`src/rtl/stack_seq_pkg.sv`:
```
// Shared types and defaults for the return-address stack sequencer.
// Holds the FSM state encoding, the saved-flags layout and the default geometry/vectors.
package stack_seq_pkg;
  localparam int              SEQ_PC_W     = 12;
  localparam int              SEQ_DEPTH    = 8;
  localparam logic [11:0]     SEQ_RESET_PC = 12'h000;
  localparam logic [11:0]     SEQ_INT_VEC  = 12'h001;

  typedef enum logic [1:0] {
    RUN     = 2'd0,
    RET_LD  = 2'd1,
    RETI_LD = 2'd2,
    TRAP    = 2'd3
  } seq_state_e;

  typedef struct packed {
    logic c;
    logic z;
  } flags_t;
endpackage

```
`src/rtl/stack_depth_cnt.sv`:
```
// Stack occupancy counter 0..DEPTH with full/empty flags; 1-cycle update, holds when cen=0.
// WRAP=1 wraps modulo DEPTH+1 to track a wrapping stack pointer, WRAP=0 saturates.
module stack_depth_cnt #(
  parameter int DEPTH = 8,
  parameter int W     = $clog2(DEPTH + 1),
  parameter bit WRAP  = 1'b1
) (
  input  logic         clk,
  input  logic         rst,
  input  logic         cen,
  input  logic         inc,
  input  logic         dec,
  output logic [W-1:0] depth,
  output logic         full,
  output logic         empty
);
  localparam logic [W-1:0] MAX = W'(DEPTH);

  assign full  = (depth == MAX);
  assign empty = (depth == '0);

  always_ff @(posedge clk) begin
    if (rst) begin
      depth <= '0;
    end else if (cen) begin
      if (inc && !dec) begin
        depth <= full ? (WRAP ? '0 : depth) : depth + 1'b1;
      end else if (dec && !inc) begin
        depth <= empty ? (WRAP ? MAX : depth) : depth - 1'b1;
      end
    end
  end
endmodule

```
`src/rtl/stack_seq_ctrl.sv`:
```
// Call/ret/interrupt sequencer for the return-address stack; call/int 1 cycle, ret/reti 2 cycles.
// busy_o holds fetch during the pop-result cycle (and in TRAP); STACK_GUARD_EN enables overflow trap.
module stack_seq_ctrl
  import stack_seq_pkg::*;
#(
  parameter int              PC_W     = SEQ_PC_W,
  parameter int              DEPTH    = SEQ_DEPTH,
  parameter logic [PC_W-1:0] RESET_PC = SEQ_RESET_PC,
  parameter logic [PC_W-1:0] INT_VEC  = SEQ_INT_VEC,
  parameter int              DW       = $clog2(DEPTH + 1)
) (
  input  logic            clk,
  input  logic            rst,
  input  logic            cen,
  input  logic [PC_W-1:0] next_pc_i,
  input  logic            call_i,
  input  logic [PC_W-1:0] call_tgt_i,
  input  logic            ret_i,
  input  logic            reti_i,
  input  logic            int_req_i,
  input  logic [1:0]      flags_i,
  input  logic [PC_W-1:0] stk_top_i,
  output logic            stk_push_o,
  output logic            stk_pop_o,
  output logic [PC_W-1:0] stk_pc_o,
  output logic [PC_W-1:0] pc_o,
  output logic            busy_o,
  output logic            int_ack_o,
  output logic            ie_o,
  output logic            flags_ld_o,
  output logic [1:0]      flags_o,
  output logic [DW-1:0]   depth_o,
  output logic            err_o
);
  seq_state_e      state_q, state_d;
  logic [PC_W-1:0] pc_q, pc_d;
  logic            ie_q, ie_d;
  flags_t          flags_q, flags_d;
  logic            err_q, err_d;
  logic            push, pop, fault;
  logic            full, empty;
  logic            push_fault, pop_fault;

`ifdef STACK_GUARD_EN
  localparam bit WRAP = 1'b0;
  assign push_fault = full;
  assign pop_fault  = empty;
`else
  localparam bit WRAP = 1'b1;
  logic unused_flags;
  assign unused_flags = full ^ empty;
  assign push_fault   = 1'b0;
  assign pop_fault    = 1'b0;
`endif

  always_comb begin
    state_d    = state_q;
    pc_d       = pc_q;
    ie_d       = ie_q;
    flags_d    = flags_q;
    err_d      = err_q;
    push       = 1'b0;
    pop        = 1'b0;
    fault      = 1'b0;
    busy_o     = 1'b0;
    int_ack_o  = 1'b0;
    flags_ld_o = 1'b0;
    case (state_q)
      RUN: begin
        if (call_i) begin
          if (push_fault) fault = 1'b1;
          else begin
            push = 1'b1;
            pc_d = call_tgt_i;
          end
        end else if (ret_i || reti_i) begin
          if (pop_fault) fault = 1'b1;
          else begin
            pop     = 1'b1;
            state_d = ret_i ? RET_LD : RETI_LD;
          end
        end else if (int_req_i && ie_q) begin
          if (push_fault) fault = 1'b1;
          else begin
            push      = 1'b1;
            pc_d      = INT_VEC;
            flags_d   = flags_t'(flags_i);
            ie_d      = 1'b0;
            int_ack_o = 1'b1;
          end
        end else begin
          pc_d = next_pc_i;
        end
      end
      RET_LD: begin
        busy_o  = 1'b1;
        pc_d    = stk_top_i;
        state_d = RUN;
      end
      RETI_LD: begin
        busy_o     = 1'b1;
        pc_d       = stk_top_i;
        state_d    = RUN;
        ie_d       = 1'b1;
        flags_ld_o = 1'b1;
      end
      default: busy_o = 1'b1;
    endcase
    // A guarded fault parks the sequencer on the vector until reset.
    if (fault) begin
      state_d = TRAP;
      pc_d    = INT_VEC;
      err_d   = 1'b1;
    end
    if (!cen || rst) begin
      push       = 1'b0;
      pop        = 1'b0;
      int_ack_o  = 1'b0;
      flags_ld_o = 1'b0;
    end
  end

  always_ff @(posedge clk) begin
    if (rst) begin
      state_q <= RUN;
      pc_q    <= RESET_PC;
      ie_q    <= 1'b1;
      flags_q <= '0;
      err_q   <= 1'b0;
    end else if (cen) begin
      state_q <= state_d;
      pc_q    <= pc_d;
      ie_q    <= ie_d;
      flags_q <= flags_d;
      err_q   <= err_d;
    end
  end

  stack_depth_cnt #(
    .DEPTH (DEPTH),
    .W     (DW),
    .WRAP  (WRAP)
  ) u_depth (
    .clk   (clk),
    .rst   (rst),
    .cen   (cen),
    .inc   (push),
    .dec   (pop),
    .depth (depth_o),
    .full  (full),
    .empty (empty)
  );

  assign stk_push_o = push;
  assign stk_pop_o  = pop;
  assign stk_pc_o   = next_pc_i;
  assign pc_o       = pc_q;
  assign ie_o       = ie_q;
  assign flags_o    = flags_q;
  assign err_o      = err_q;
endmodule

```
`config.mk`:
```
export PLATFORM = sky130hd
export DESIGN_NAME = stack_seq_ctrl
export DESIGN_NICKNAME = d
export VERILOG_FILES = /design/src/rtl/stack_seq_pkg.sv /design/src/rtl/stack_depth_cnt.sv /design/src/rtl/stack_seq_ctrl.sv
export SDC_FILE = /design/constraint.sdc
export NUM_CORES = 1
export LEC_CHECK = 0
export CAP_MARGIN = 20
export CORE_AREA = 2 2 76 56
export DETAILED_ROUTE_END_ITERATION = 10
export DIE_AREA = 0 0 78 58
export GPL_TIMING_DRIVEN = 0
export MAX_ROUTING_LAYER = met4
export PLACE_DENSITY_LB_ADDON = 0.05
export SLEW_MARGIN = 20
export SYNTH_ARGS = -nofsm -noshare
export SYNTH_HDL_FRONTEND = slang
export SYNTH_SLANG_ARGS = --single-unit
```
`constraint.sdc`:
```
create_clock -name clk -period 5.1 [get_ports clk]
set_input_delay 1.275 -clock clk [delete_from_list [all_inputs] [get_ports clk]]
set_output_delay 1.275 -clock clk [all_outputs]
set_load 0.005 [all_outputs]
```
==> impl_metrics.tcl, run 1 <==
set metrics [dict create \
    placed_area_um2 2390 \
    dr_wl_met3_um 261 \
    drive_above_1_share_pct 10.0 \
    yosys.area.top_type_share_pct 27.5 \
    gp_congestion 0.776 \
    worstPathCellList "clkdlybuf4s50_1, buf_4, buf_2, a21oi_1, nor2_1, clkdlybuf4s50_1" \
    synth_edf_count 0 \
    clk_pin_slew_ns 0.08 \
    worstMarginPinSlew_ns 0.513 \
    critPathSlowestCell "clkdlybuf4s50_1" \
    yosys.area_share.simple_pct 27.5 \
    synth_commonest_cells "dfxtp_1, nor2b_1, nand2b_1" \
    syn-cell-area_um2 1530 \
    cp_max_fo 10 \
    p_per_area_nw_per_um2 192 \
    r2r-end "u_depth.depth[0]" \
    grt_pass1_vias 1590 \
    std_cell_rows 19 \
    skew_ns 0.00229 \
    cp_common_cell "clkdlybuf4s50_1" \
    wl_met1_mm 2.20 \
    top_layer_used "met4" \
    dp_hpwl_mm 3.59 \
    cts_tree "built" \
    yosysWarnings 0 \
    post-synth-top-count-cell "dfxtp_1" \
    htreeDepth 1 \
    vias 1610 \
    leakage_nw 0.930 \
    vdd_drop_max_uv 165 \
    slowest_delay_ns 0.64 \
    synth_cell_type_count 35 \
    synthMuxAreaShare_pct 1.97 \
    die_x_um 78 \
    fin_tns_setup_ns 0 \
    total_power_w 0.000467 \
    final_util_pct 64.1 \
    cts-root-buf "clkbuf_8" \
    fin_crit_ns 4.41 \
    grt_antenna_before_repair 0 \
    cap_violations 0 \
    io_pins 82 \
    crit_path_end_kind "output port" \
    relSlewSlack_pct 65.8 \
    synth_compound_area_share_pct 24.8 \
    drv_slew 0 \
    initial_core_util_pct 40.2 \
    ys_ff_latch 21 \
    hold_viol_final 0 \
    n_antenna_cell 0 \
    coreArea_um2 3800 \
    cts_sinks 21 \
    nets 321 \
    clock_latency_ns 0.26 \
    cts_resized 0 \
    syn_inst 185 \
    critPathKind "primary input to output port" \
    grt_usage_pct 21.8 \
    synth_xor_xnor_area_share_pct 0.573 \
    post_drt_wl_per_cell_um 14.3 \
    wl_met2_mm 2.12 \
    viasPerCell 5.02 \
    worstPathRequired_ns 3.83 \
    fmax_mhz 227 \
    drcViolationCount 0 \
    cts_setup_buffers 0 \
    grt_pass1_wl_mm 7.63 \
    area.growth.synth_to_final_pct 59.6 \
    ff2ff_path_depth 9 \
    antenna_left 0 \
    syn_area_per_cell_um2 8.26 \
    synth_flop_cell "dfxtp_1" \
    cp-start-kind "primary input" \
    cts_buffer_depth 2 \
    status "complete, no violations" \
    synth_area_leader_cell "dfxtp_1" \
    routed_wl_mm 4.59 \
    fin_area_um2 2440 \
    die-area_um2 4520 \
    r2r_start "state_q[0]" \
    crit_arrival_ns 3.14 \
    async_flop_share_pct 0 \
    postCtsHoldBufs 0 \
    seq_area_frac_synth_pct 27.5 \
    r2r_slack_ns 2.86 \
    min_to "pc_o[6]" \
    final-setup-viol-count 0 \
    hold_slack_ns 0.494 \
    place.port_buffers 80 \
    min_delay_path_depth 2 \
    worstHoldStart "pc_o[6]" \
    cts-buffers-inserted 3 \
    overflow 0 \
    syn_nets 236 \
    holdCritPathClass "flip-flop to flip-flop" \
    synth_fa_ha_area_share_pct 4.91 \
    fin_crit_sh_pct 86.5 \
    drt_first_pass_iters 4 \
    fp.dieH_um 58 \
    rsz0062_at_grt "false" \
    synth_top_family_by_area "simple AND/OR/NAND/NOR gates" \
    grt_max_degree 12 \
    synth_area_leaders "dfxtp_1, nor2b_1, a221oi_1" \
    drtIter0Drc 97 \
]
-- cells by family after synthesis --
logic type                 after synthesis
buffers and inverters                   33
xor gates and xnor gates                 1
adders and majority gates                6
DFF                                     21
other                                    1
AOI/OAI and AO/OA                       49
and+or+nand+nor                         71
muxes                                    3
-- final cells by class --
cell class | count | area [um^2]
fillers | 347 | 1370
multi-input cells | 131 | 917
repair buffers | 80 | 801
flip-flops and latches | 21 | 420
plain buffers | 25 | 160
well taps | 52 | 65.1
clock buffers | 4 | 45.0
inverters | 8 | 30.0
-- placed cells by master (no fill, tap or decap), drive strengths merged, types with 2 or more instances in the layout --
master and instances:
nand2 5, nor2 12, nor2b 20, o21ai 4, and2 2, clkdlybuf4s50 80
nand2b 16, a221oi 13, a21oi 10, inv 8, ha 6, clkbuf 9
and2b 7, o32ai 11, o21bai 3, nand3b 4, dfxtp 21, a311o 2
buf 20, mux2i 3
-- through the flow --
stage	cells	worst slack (ns)
2_1_floorplan	185	1.97
3_3_place_gp	317	0.682
3_5_place_dp	317	0.674
4_1_cts	321	0.670
5_1_grt	321	0.547
6_report	321	0.687
-- how the worst max path moves through the flow --
stage | start | to | depth (start not counted)
2_1_floorplan | call_i | stk_pop_o | 4
4_1_cts | call_i | stk_push_o | 6
3_5_place_dp | call_i | stk_push_o | 6
6_report | call_i | stk_push_o | 6
5_1_grt | call_i | stk_push_o | 6
3_3_place_gp | call_i | stk_push_o | 6
-- power breakdown --
| group | switching, W | leakage (nW) | internal, W |
|---|---|---|---|
| clock network | 0.0000548 | 0.0228 | 0.0000557 |
| registers | 0.00000771 | 0.171 | 0.000176 |
| logic | 0.0000680 | 0.736 | 0.000105 |
| total | 0.000131 | 0.930 | 0.000337 |
-- metal layers --
metal | up-vias | track usage (%)
met4 | 0 | 2.76
met2 | 49 | 34.2
met1 | 747 | 30.1
met3 | 2 | 4.36
li1 | 812 | -
met5 | - | -
-- flip-flops by register name (all words and copies together), names as in the netlist --
| register | flops |
|---|---|
| ie_o | 1 |
| state_q | 2 |
| flags_o | 2 |
| pc_o | 12 |
| u_depth.depth | 4 |
-- critical path: cells and delay by family --
family / cells / cell delay [ns]
AO/OA/AOI/OAI: 1 / 0.06
AND/OR/NAND/NOR: 1 / 0.16
buffers and inverters: 4 / 1.64
(Power assumes the default switching activity.)
==> inputs of run 2 (changes only) <==
--- a/config.mk
+++ b/config.mk
@@ -6,9 +6,9 @@
 export NUM_CORES = 1
 export LEC_CHECK = 0
 export CAP_MARGIN = 20
-export CORE_AREA = 2 2 76 56
+export CORE_AREA = 2 2 78 58
 export DETAILED_ROUTE_END_ITERATION = 10
-export DIE_AREA = 0 0 78 58
+export DIE_AREA = 0 0 80 60
 export GPL_TIMING_DRIVEN = 0
 export MAX_ROUTING_LAYER = met4
 export PLACE_DENSITY_LB_ADDON = 0.05
==> constraint.sdc (replaced) <==
create_clock -name clk -period 4.3 [get_ports clk]
set_input_delay 1.075 -clock clk [delete_from_list [all_inputs] [get_ports clk]]
set_output_delay 1.075 -clock clk [all_outputs]
set_load 0.005 [all_outputs]
==> impl_metrics.tcl, run 2 (synthesis results as in run 1) <==
set metrics [dict create \
    status "complete, no violations" \
    worstMarginPinSlew_ns 0.546 \
    seqPwrFrac_pct 39.2 \
    initial_core_util_pct 37.2 \
    drcViolationCount 0 \
    placed_area_um2 2400 \
    postCtsHoldBufs 0 \
    area.growth.synth_to_final_pct 59.9 \
    drive_above_1_share_pct 10.0 \
    grt_max_degree 12 \
    drtIter0Drc 61 \
    dp_cells 320 \
    holdCritPathClass "flip-flop to flip-flop" \
    largest_register_ffs 12 \
    clk_pin_slew_ns 0.08 \
    coreArea_um2 4100 \
    place.port_buffers 80 \
    critPathSlowestCell "clkdlybuf4s50_1" \
    leakage_nw 0.930 \
    min_delay_path_depth 2 \
    gp_congestion 0.791 \
    vias 1606 \
    ff2ff_path_depth 9 \
    skew_ns 0.00410 \
    p_sw_share_pct 27.9 \
    routed_wl_mm 4.50 \
    clock_latency_ns 0.26 \
    grt_pass1_vias 1451 \
    r2r-end "u_depth.depth[0]" \
    vdd_drop_max_uv 156 \
    slowest_delay_ns 0.60 \
    cts-root-buf "clkbuf_8" \
    drt_first_pass_iters 4 \
    nets 321 \
    fin_area_um2 2440 \
    worstHoldStart "pc_o[10]" \
    critPathKind "primary input to output port" \
    combPwrFrac_pct 37.1 \
    crit_family "buffers and inverters" \
    cts_tree "built" \
    drv_slew 0 \
    total_power_w 0.000554 \
    grt_usage_pct 19.8 \
    crit_arrival_ns 2.95 \
    fp.dieH_um 60 \
    min_to "pc_o[10]" \
    overflow 0 \
    crit_buf_inv 2 \
    std_cell_rows 20 \
    io_pins 82 \
    p_per_area_nw_per_um2 227 \
    cts-buffers-inserted 3 \
    cp_common_cell "clkdlybuf4s50_1" \
    cts_resized 0 \
    relSlewSlack_pct 63.6 \
    intPower_w 0.000399 \
    die_x_um 80 \
    viasPerCell 4.96 \
    final-setup-viol-count 0 \
    worstPathRequired_ns 3.22 \
    worstPathCellList "clkdlybuf4s50_1, nor2b_1, nand2_1, nor4_1, clkdlybuf4s50_1" \
    cp_max_fo 7 \
    post_drt_wl_per_cell_um 13.9 \
    cap_violations 0 \
    crit_path_end_kind "output port" \
    fin_crit_ns 4.03 \
    path_depth 5 \
    antenna_left 0 \
    cts_sinks 21 \
    dp_hpwl_mm 3.50 \
    fin_crit_sh_pct 93.6 \
    cts_setup_buffers 0 \
    r2r_start "state_q[0]" \
    cp-start-kind "primary input" \
    die-area_um2 4800 \
    htreeDepth 1 \
    grt_antenna_before_repair 0 \
    final_cells 324 \
    r2r_slack_ns 2.07 \
    n_antenna_cell 0 \
    hold_viol_final 0 \
    fmax_mhz 248 \
    grt_pass1_wl_mm 7.10 \
    fillers 386 \
    cts_buffer_depth 2 \
    rsz0062_at_grt "false" \
    final_common_cell "clkdlybuf4s50_1" \
    clkPwrFrac_pct 23.7 \
    p_sw_w 0.000155 \
    layout_common_cells "clkdlybuf4s50_1, dfxtp_1, nor2b_1" \
    fin_tns_setup_ns 0 \
]
run 2: cell counts in the layout (fill, tap and decap cells not counted):
Identical to the previous run, type by type.
run 2: power groups by stage:
stage	registers [W]	clock network, W	logic [W]
global route	0.000219	0.000143	0.000225
CTS	0.000217	0.000137	0.000206
finish	0.000217	0.000131	0.000206
detailed placement	0.000222	0	0.000205
floorplan	0.000222	0	0.0000978
global placement	0.000222	0	0.000204
run 2: worst max path at each step:
stage	startpoint	end	slack, ns
final	cen	int_ack_o	0.27
after global placement	call_i	stk_push_o	0.31
after global routing	call_i	stk_push_o	0.18
after floorplan	call_i	stk_pop_o	1.57
after detailed placement	call_i	stk_push_o	0.32
after CTS	call_i	stk_push_o	0.31
run 2: area by class of cell:
cell class / instances / area, um^2 / area share (%)
Inverter: 8 / 30.0 / 1.23
Buffer: 25 / 160 / 6.56
Timing Repair Buffer: 80 / 801 / 32.8
Clock buffer: 4 / 45.0 / 1.84
Tap cell: 55 / 68.8 / 2.82
Multi-Input combinational cell: 131 / 917 / 37.6
Sequential cell: 21 / 420 / 17.2
run 2: per-layer routing:
layer	track usage, %	routed length [um]	up-vias
li1	-	-	818
met1	28.3	2340	746
met2	29.4	1910	40
met3	4.23	230	2
met4	2.91	15	0
met5	-	0	-
run 2: worst reg2reg max path: stages (launching register included):
cell,delay (ns)
dfxtp_1,0.34
inv_1,0.08
ha_1,0.23
and2b_1,0.16
nand2_1,0.07
or2_2,0.30
ha_1,0.31
nand2b_1,0.22
a311o_1,0.34
a21oi_1,0.11
run 2: per-stage QoR:
stage | utilization, % | setup slack, ns | hold WS, ns
floorplan | - | 1.57 | 0.463
global placement | 58.4 | 0.306 | 0.478
detailed placement | 58.4 | 0.318 | 0.476
CTS | 59.5 | 0.311 | 0.492
global route | 59.5 | 0.184 | 0.510
finish | 59.5 | 0.273 | 0.494
